<file path="config.mk">
export PLATFORM = sky130hd
export DESIGN_NAME = contactor_sequencer
export DESIGN_NICKNAME = d
export VERILOG_FILES = /design/src/rtl/contactor_sequencer.sv
export SDC_FILE = /design/constraint.sdc
export NUM_CORES = 1
export LEC_CHECK = 0
export CORE_ASPECT_RATIO = 1.2
export CORE_MARGIN = 2
export CORE_UTILIZATION = 50
export CTS_CLUSTER_SIZE = 20
export DETAILED_ROUTE_END_ITERATION = 8
export PLACE_DENSITY = 0.77
export SLEW_MARGIN = 20
export SYNTH_ARGS = -nofsm -noshare
export SYNTH_HDL_FRONTEND = slang
export SYNTH_SLANG_ARGS = --single-unit
export TNS_END_PERCENT = 100
</file>
<file path="constraint.sdc">
create_clock -name i_clk -period 3.78 [get_ports i_clk]
set_clock_uncertainty 0.15 [all_clocks]
set_input_delay 0.567 -clock i_clk [delete_from_list [all_inputs] [get_ports i_clk]]
set_output_delay 0.567 -clock i_clk [all_outputs]
set_load 0.02 [all_outputs]
</file>
<file path="src/rtl/contactor_sequencer.sv">
// Round-robin close/open sequencer for eight contactors.
// Supervises feedback, settles between moves, latches faults.
module contactor_sequencer #(
  parameter int unsigned FB_TIMEOUT = 1000,
  parameter int unsigned SETTLE     = 16
) (
  input  logic       i_clk,
  input  logic       i_rst_n,
  input  logic [7:0] i_req,
  input  logic [7:0] i_permit,
  input  logic [7:0] i_fb,
  input  logic       i_fault_clr,
  output logic [7:0] o_cmd,
  output logic       o_busy,
  output logic       o_fault,
  output logic [2:0] o_fault_id,
  output logic       o_reject
);

  typedef enum logic [2:0] {
    S_IDLE,
    S_CLOSE_WAIT,
    S_OPEN_WAIT,
    S_SETTLE,
    S_FAULT
  } state_t;

  localparam logic [15:0] TO_LAST =
    16'(FB_TIMEOUT - 1);
  localparam logic [15:0] ST_LAST =
    16'(SETTLE - 1);

  state_t          state;
  logic [2:0]      ptr;
  logic [2:0]      gnt;
  logic [15:0]     cnt;
  logic [7:0][2:0] cd;

  logic [7:0]  p_open;
  logic [7:0]  p_close;
  logic [7:0]  refuse;
  logic [7:0]  mism;
  logic [7:0]  cd_zero;
  logic [15:0] cnt_inc;

  logic       open_hit;
  logic       close_hit;
  logic       ref_hit;
  logic       mis_hit;
  logic [2:0] open_idx;
  logic [2:0] close_idx;
  logic [2:0] ref_idx;
  logic [2:0] mis_idx;
  logic [2:0] idx;

  // Classify each contactor: pending move,
  // refused close, or feedback disagreement.
  always_comb begin
    cd_zero = '0;
    for (int i = 0; i < 8; i++) begin
      cd_zero[i] = (cd[i] == 3'd0);
    end
    p_open  = o_cmd & ~(i_req & i_permit);
    p_close = i_req & ~o_cmd & i_permit;
    refuse  = i_req & ~o_cmd & ~i_permit
            & cd_zero;
    mism    = i_fb ^ o_cmd;
    if (state != S_IDLE) begin
      mism[gnt] = 1'b0;
    end
    cnt_inc = (cnt == 16'hFFFF) ? cnt
            : cnt + 16'd1;
  end

  // First pending open/close at or above ptr,
  // scanned downward so the nearest one wins.
  always_comb begin
    open_hit  = 1'b0;
    open_idx  = '0;
    close_hit = 1'b0;
    close_idx = '0;
    idx       = '0;
    for (int n = 7; n >= 0; n--) begin
      idx = ptr + 3'(n);
      if (p_open[idx]) begin
        open_hit = 1'b1;
        open_idx = idx;
      end
      if (p_close[idx]) begin
        close_hit = 1'b1;
        close_idx = idx;
      end
    end
  end

  // Lowest-index refused close and mismatch.
  always_comb begin
    ref_hit = 1'b0;
    ref_idx = '0;
    mis_hit = 1'b0;
    mis_idx = '0;
    for (int i = 7; i >= 0; i--) begin
      if (refuse[i]) begin
        ref_hit = 1'b1;
        ref_idx = 3'(i);
      end
      if (mism[i]) begin
        mis_hit = 1'b1;
        mis_idx = 3'(i);
      end
    end
  end

  // Sequencer FSM with registered outputs.
  always_ff @(posedge i_clk or negedge i_rst_n) begin
    if (!i_rst_n) begin
      state      <= S_IDLE;
      ptr        <= '0;
      gnt        <= '0;
      cnt        <= '0;
      cd         <= '0;
      o_cmd      <= '0;
      o_busy     <= 1'b0;
      o_fault    <= 1'b0;
      o_fault_id <= '0;
      o_reject   <= 1'b0;
    end else begin
      o_reject <= 1'b0;
      for (int i = 0; i < 8; i++) begin
        if (cd[i] != 3'd0) begin
          cd[i] <= cd[i] - 3'd1;
        end
      end
      if (state == S_FAULT) begin
        if (i_fault_clr && i_fb == 8'h00) begin
          state   <= S_IDLE;
          o_busy  <= 1'b0;
          o_fault <= 1'b0;
        end
      end else if (mis_hit) begin
        state      <= S_FAULT;
        o_cmd      <= '0;
        o_fault_id <= mis_idx;
        o_busy     <= 1'b1;
        o_fault    <= 1'b1;
      end else begin
        case (state)
          S_IDLE: begin
            if (open_hit) begin
              o_cmd[open_idx] <= 1'b0;
              gnt    <= open_idx;
              ptr    <= open_idx + 3'd1;
              cnt    <= '0;
              state  <= S_OPEN_WAIT;
              o_busy <= 1'b1;
            end else if (close_hit) begin
              o_cmd[close_idx] <= 1'b1;
              gnt    <= close_idx;
              ptr    <= close_idx + 3'd1;
              cnt    <= '0;
              state  <= S_CLOSE_WAIT;
              o_busy <= 1'b1;
            end else if (ref_hit) begin
              o_reject    <= 1'b1;
              cd[ref_idx] <= 3'd7;
            end
          end
          S_CLOSE_WAIT: begin
            if (!i_permit[gnt]) begin
              o_cmd[gnt] <= 1'b0;
              cnt        <= '0;
              state      <= S_OPEN_WAIT;
            end else if (i_fb[gnt]) begin
              cnt   <= '0;
              state <= S_SETTLE;
            end else if (cnt == TO_LAST) begin
              o_cmd      <= '0;
              o_fault_id <= gnt;
              o_fault    <= 1'b1;
              state      <= S_FAULT;
            end else begin
              cnt <= cnt_inc;
            end
          end
          S_OPEN_WAIT: begin
            if (!i_fb[gnt]) begin
              cnt   <= '0;
              state <= S_SETTLE;
            end else if (cnt == TO_LAST) begin
              o_cmd      <= '0;
              o_fault_id <= gnt;
              o_fault    <= 1'b1;
              state      <= S_FAULT;
            end else begin
              cnt <= cnt_inc;
            end
          end
          S_SETTLE: begin
            if (cnt == ST_LAST) begin
              state  <= S_IDLE;
              o_busy <= 1'b0;
            end else begin
              cnt <= cnt_inc;
            end
          end
          default: begin
            state  <= S_IDLE;
            o_busy <= 1'b0;
          end
        endcase
      end
    end
  end

endmodule

</file>
Word-level counts from Yosys, hierarchy flattened
Cells that the tools add are included.
{ "totals": {"output_inout_bits": 14, "memories": 0, "latch_bits": 0, "ramBits": 0, "input_bits": 27, "reg_bits": 63, "romBits": 0, "word_cells": 309} }
{ "classes": {"n_eq_ne": 21, "div": 0, "bitwise_logic": 19, "n_addsub": 18, "order_cmp": 16, "n_mul": 0, "mux": 181, "shifts": 0, "n_reduce_logical": 37} }
{ "ops": {"columns": ["operator", "count"], "rows": [
  ["$mux W3", 60],
  ["$mux W24", 6],
  ["$mux W16", 8],
  ["$and A8 B8 Y8", 9],
  ["$mux W1", 71],
  ["$mux W8", 8],
  ["$pmux W16 S4", 1],
  ["$bmux W1 S3", 18],
  ["$lt A3 B4 Y1 const B", 12],
  ["$not A8 Y8", 5],
  ["$reduce_bool A3 Y1", 10],
  ["$logic_not A3 Y1", 9],
  ["$ne A4 B4 Y1 const B", 6],
  ["$or A24 B24 Y24", 1],
  ["$pmux W8 S3", 1],
  ["$sub A3 B1 Y3 const B", 8],
  ["$reduce_and A5 Y1", 4],
  ["$add A16 B1 Y16 const B", 1],
  ["$eq A16 B10 Y1 const B", 1],
  ["$eq A16 B16 Y1 const B", 1],
  ["$eq A16 B4 Y1 const B", 1],
  ["$add A3 B3 Y3 const B", 4],
  ["$ge A3 B1 Y1 const B", 4],
  ["$ne A3 B3 Y1 const B", 4],
  ["other kinds (25)", 39]
]} }

Logic depth before layout (Yosys ltp)
{ "depth": {"depth_word": 23, "mapped_depth": 19, "mapped_depth_nobuf": 13} }

Worst setup path after synthesis
Ideal clock, no wire load.
{ "synth_path": {"path_type": "reg2reg", "startpoint": "register ptr[1]", "endpoint": "register ptr[1]", "path_buffers": 6, "setup_ns": 0.125, "arrival_ns": 3.913, "t_required_ns": 3.505, "setup_slack_ns": -0.407, "path_stages_with_launch": 18, "synth_period_minus_slack_ns": 4.187, "path_cell_list": "dfrtp_1 -> clkbuf_1 -> inv_1 -> clkbuf_1 -> clkbuf_1 -> ha_1 -> clkbuf_1 -> xor2_2 -> buf_6 -> buf_4 -> mux2i_1 -> a211oi_1 -> a21oi_1 -> a311oi_1 -> o311a_1 -> a21o_1 -> ha_1 -> mux2_2"} }
{ "synth_via": {"elab_chain_len": 14, "elab_cells_between_ends": 77, "cone_classes": "9 x add/sub; 66 x mux; 2 x reduce/logical"} }
{ "synth_rtl": {"columns": ["item", "line_no", "text"], "rows": [
  ["start, declared", "34", "logic [2:0] ptr;"],
  ["start signal, assigned", "152", "ptr <= open_idx + 3'd1;"],
  ["start signal, assigned", "159", "ptr <= close_idx + 3'd1;"],
  ["$add A3 B3 Y3", "84", "idx = ptr + 3'(n);"],
  ["$bmux W1 S3", "89", "if (p_close[idx]) begin"],
  ["$mux W1 (not written as such)", "89", null],
  ["$mux W3 (8 in series)", "89", null],
  ["$add A3 B1 Y3", "159", null],
  ["$mux W3", "156", "end else if (close_hit) begin"],
  ["$mux W3", "149", "if (open_hit) begin"]
]} }
Parallel ways exist; a longest one is shown, timed or not. The select of a mux whose other input is x is not followed.
A chain may end at the register's enable or synchronous reset.

Worst setup path in the final report
{ "layout_path": {"startpoint": "register ptr[0]", "endpoint": "register ptr[1]"} }
Same word-level chain as after synthesis.

==> impl_metrics.ini <==
[setup_path]
crit_path_start = ptr[0]
critical_path_required_ps = 3850
critPathKind = reg -> reg
arrival_ps = 3730
r2r-end = ptr[1]
cp_max_fo = 14
r2r_slack_ps = 120
critPathLaunchType = register
r2r-start = ptr[0]
reg2reg_depth = 14
crit_end = ptr[1]
end_kind = register

[synthesis]
synth_area_leader_cell = dfrtp_1
yosys_warnings = 0
synthAdderAreaFrac_pct = 4.905
async_flop_share_pct = 100.0
post_synth_mux_area_share_pct = 13.45
synth-seq-area-share_pct = 22.07
synth_area_leaders = dfrtp_1 22%, mux4_2 6.0%, mux2i_1 5.9%
synth_top_family_by_area = compound AO/OA/AOI/OAI gates
syn_nets = 921
synth_top_cell_area_share_pct = 22.07
synth_xor_area_share_pct = 2.663
synth_edf_count = 0
synth.distinct_cells = 92
ys_seq_elements = 63
synth-compound-area-share_pct = 27.91
yosys.area_share.simple_pct = 22.70
syn_inst = 866
synthFlopType = dfrtp_1
syn_avg_cell_area_um2 = 8.247
netlist_area_mm2 = 0.007142

[detailed_routing]
vias = 7754
via_per_inst = 6.571
wire_per_inst_um = 20.75
drc_errors = 2
dr.pass1.iters = 8
drt_wl_total_um = 24490
drtAntennaViolNets = 0
drt_iter0_drc = 854

[min_path]
hold_class = in -> async

[die]
core_mm2 = 0.01388
die_w_um = 113.1
num_rows = 47
initial_core_util_pct = 51.46
die_area_mm2 = 0.01526
io_pins = 41
die_h_um = 134.9

[timing]
hold_viol = 0
grt_setup_unrepaired = true
fin_crit_sh_pct = 96.88
timing.fmax_ghz = 0.2731
setup_viol = 0
worst_pin_slew_ps = 908.5
setup_ws_ps = 117.9
period_needed_ps = 3662
slew_violations = 0
slew_headroom_pct = 39.43

[outcome]
status = finished with violations
violations = design-rule violations

[power_and_ir_drop]
p_per_area_mw_per_mm2 = 353.5
p_leak_nw = 3.999
ir_drop_v = 0.0003413
total_power_mw = 3.151

[global_route]
grt.total_usage_pct = 32.45
antenna_found_initial = 1
grt.overflow.total = 0
grt_pass1_vias = 7733
grt_max_degree = 39
grt_pass1_wl_um = 39270

[clock_network]
cts_tree = done
cts_setup_buffers = 0
clk_pin_slew_worst_paths_ps = 50
clock_path_buffers = 2
clk_latency_ps = 330
clockRootBuffer = clkbuf_16
numCtsBuffers = 9
cts.sinks = 63
htreeDepth = 3

[final_layout]
syn_to_final_growth_pct = 24.84
ff_latch_area_mm2 = 0.001577
drive_gt1_share_pct = 21.43
multiInputGateArea_mm2 = 0.005142
fill_cells = 1202
fin_nets = 1059

[placed_design]
port_buffers = 40
place_ws_ps = -162.3
place_congestion = 1.035
hpwlAfterDp_um = 18990

[job]
max_cap_viol_count = 0
==> worst max-delay path, cell delays in order, from the launching register on <==
cell	delay (ps)
dfrtp_1	470
inv_4	80
ha_1	300
xor2_4	520
buf_4	260
mux2i_1	190
o22ai_1	120
buf_4	160
o21a_1	180
o21bai_1	110
a21oi_1	90
o21ai_0	290
nand2b_1	90
ha_1	270
mux2_2	250
==> registers in the layout, indices dropped and copies added (netlist names) <==
signal / flops
o_fault: 1
o_busy: 1
o_reject: 1
state: 3
cd: 24
cnt: 16
ptr: 3
o_cmd: 8
o_fault_id: 3
gnt: 3
==> how the worst min path moves through the flow <==
| stage | start | to | slack [ps] | cells past startpoint |
|---|---|---|---|---|
| floorplan | i_rst_n | cd[0] | 120 | 0 |
| global placement | o_fault_id[0] | o_fault_id[0] | 320 | 2 |
| detailed placement | o_fault_id[1] | o_fault_id[1] | 330 | 2 |
| CTS | i_rst_n | ptr[2] | 230 | 1 |
| global route | i_rst_n | ptr[2] | 280 | 1 |
| finish | i_rst_n | gnt[0] | 210 | 1 |
==> cells in the mapped netlist (all sizes together), types with 11 or more instances <==
master,number
nand2,81
dfrtp,63
nor2,59
a21oi,56
inv,52
o21ai,50
mux2i,42
buf,34
nand3,29
ha,28
mux4,19
nand2b,17
clkbuf,16
o211ai,16
nor3,15
xor2,15
a211oi,14
a21boi,11
o22ai,11
==> layer usage <==
metal | GRT usage (%) | up-vias | share of wire [%]
li1 | - | 3567 | -
met3 | 5.341 | 121 | 6.8
met2 | 55.59 | 394 | 49
met1 | 37.72 | 3672 | 37
met5 | 0 | - | 0
met4 | 20.33 | 0 | 6.8
==> report_power, final <==
part / switching (mW) / internal [mW]
Clock: 0.292 / 0.591
Combinational: 0.748 / 0.636
Sequential: 0.0769 / 0.806
==> cell usage in the layout (no fill, tap or decap), types with 9 or more instances in the layout <==
cell / count
o22ai_1: 11
mux2_2: 10
mux2i_1: 42
nor3_1: 15
clkbuf_16: 9
nand2_1: 81
inv_1: 49
mux4_2: 19
clkdlybuf4s50_1: 39
a31oi_1: 10
nand3_1: 29
o21ai_0: 48
xor2_1: 14
buf_4: 134
a21oi_1: 55
a211oi_1: 14
dfrtp_1: 63
nand3b_1: 10
nand4_1: 9
o211ai_1: 16
nand2b_1: 17
nor2_1: 58
ha_1: 28
==> through the flow <==
stage / area [um2] / setup TNS, ps / cells / utilization, % / hold WS (ps)
after global routing: 8916 / -42.75 / 1180 / 64.24 / 275.2
final: 8916 / 0 / 1180 / 64.24 / 211.5
after global placement: 8594 / -765.8 / 1164 / 61.93 / 319.9
after floorplan: 7182 / 0 / 866 / - / 121.4
after CTS: 8909 / 0 / 1179 / 64.19 / 233.6
after detailed placement: 8594 / -1347 / 1164 / 61.93 / 325.5
==> layout make-up <==
cell class              count  share of cell area [%]
multi-input cells         699                   57.68
flip-flops and latches     63                   17.68
repair buffers            177                   16.39
clock buffers              12                   2.765
well taps                 171                   2.400
inverters                  54                   2.301
clock inverters             3                  0.7578
diodes                      1                 0.02807
==> kinds of logic (layout without fill, tap and decap cells) <==
kind of cell    count (synthesis)  count (layout)
compound gates                284             284
xor+xnor                       20              20
fa+ha+maj                      28              28
buf+inv                       104             246
flops                          63              63
mux                            71              71
other cells                     0               1
simple gates                  296             296
==> timing repair <==
action | in CTS | in global routing
resized for setup | 0 | 3
hold buffers | 0 | 0
setup endpoints to repair | 0 | 11
Note: power is estimated with default switching activity, not from simulation.
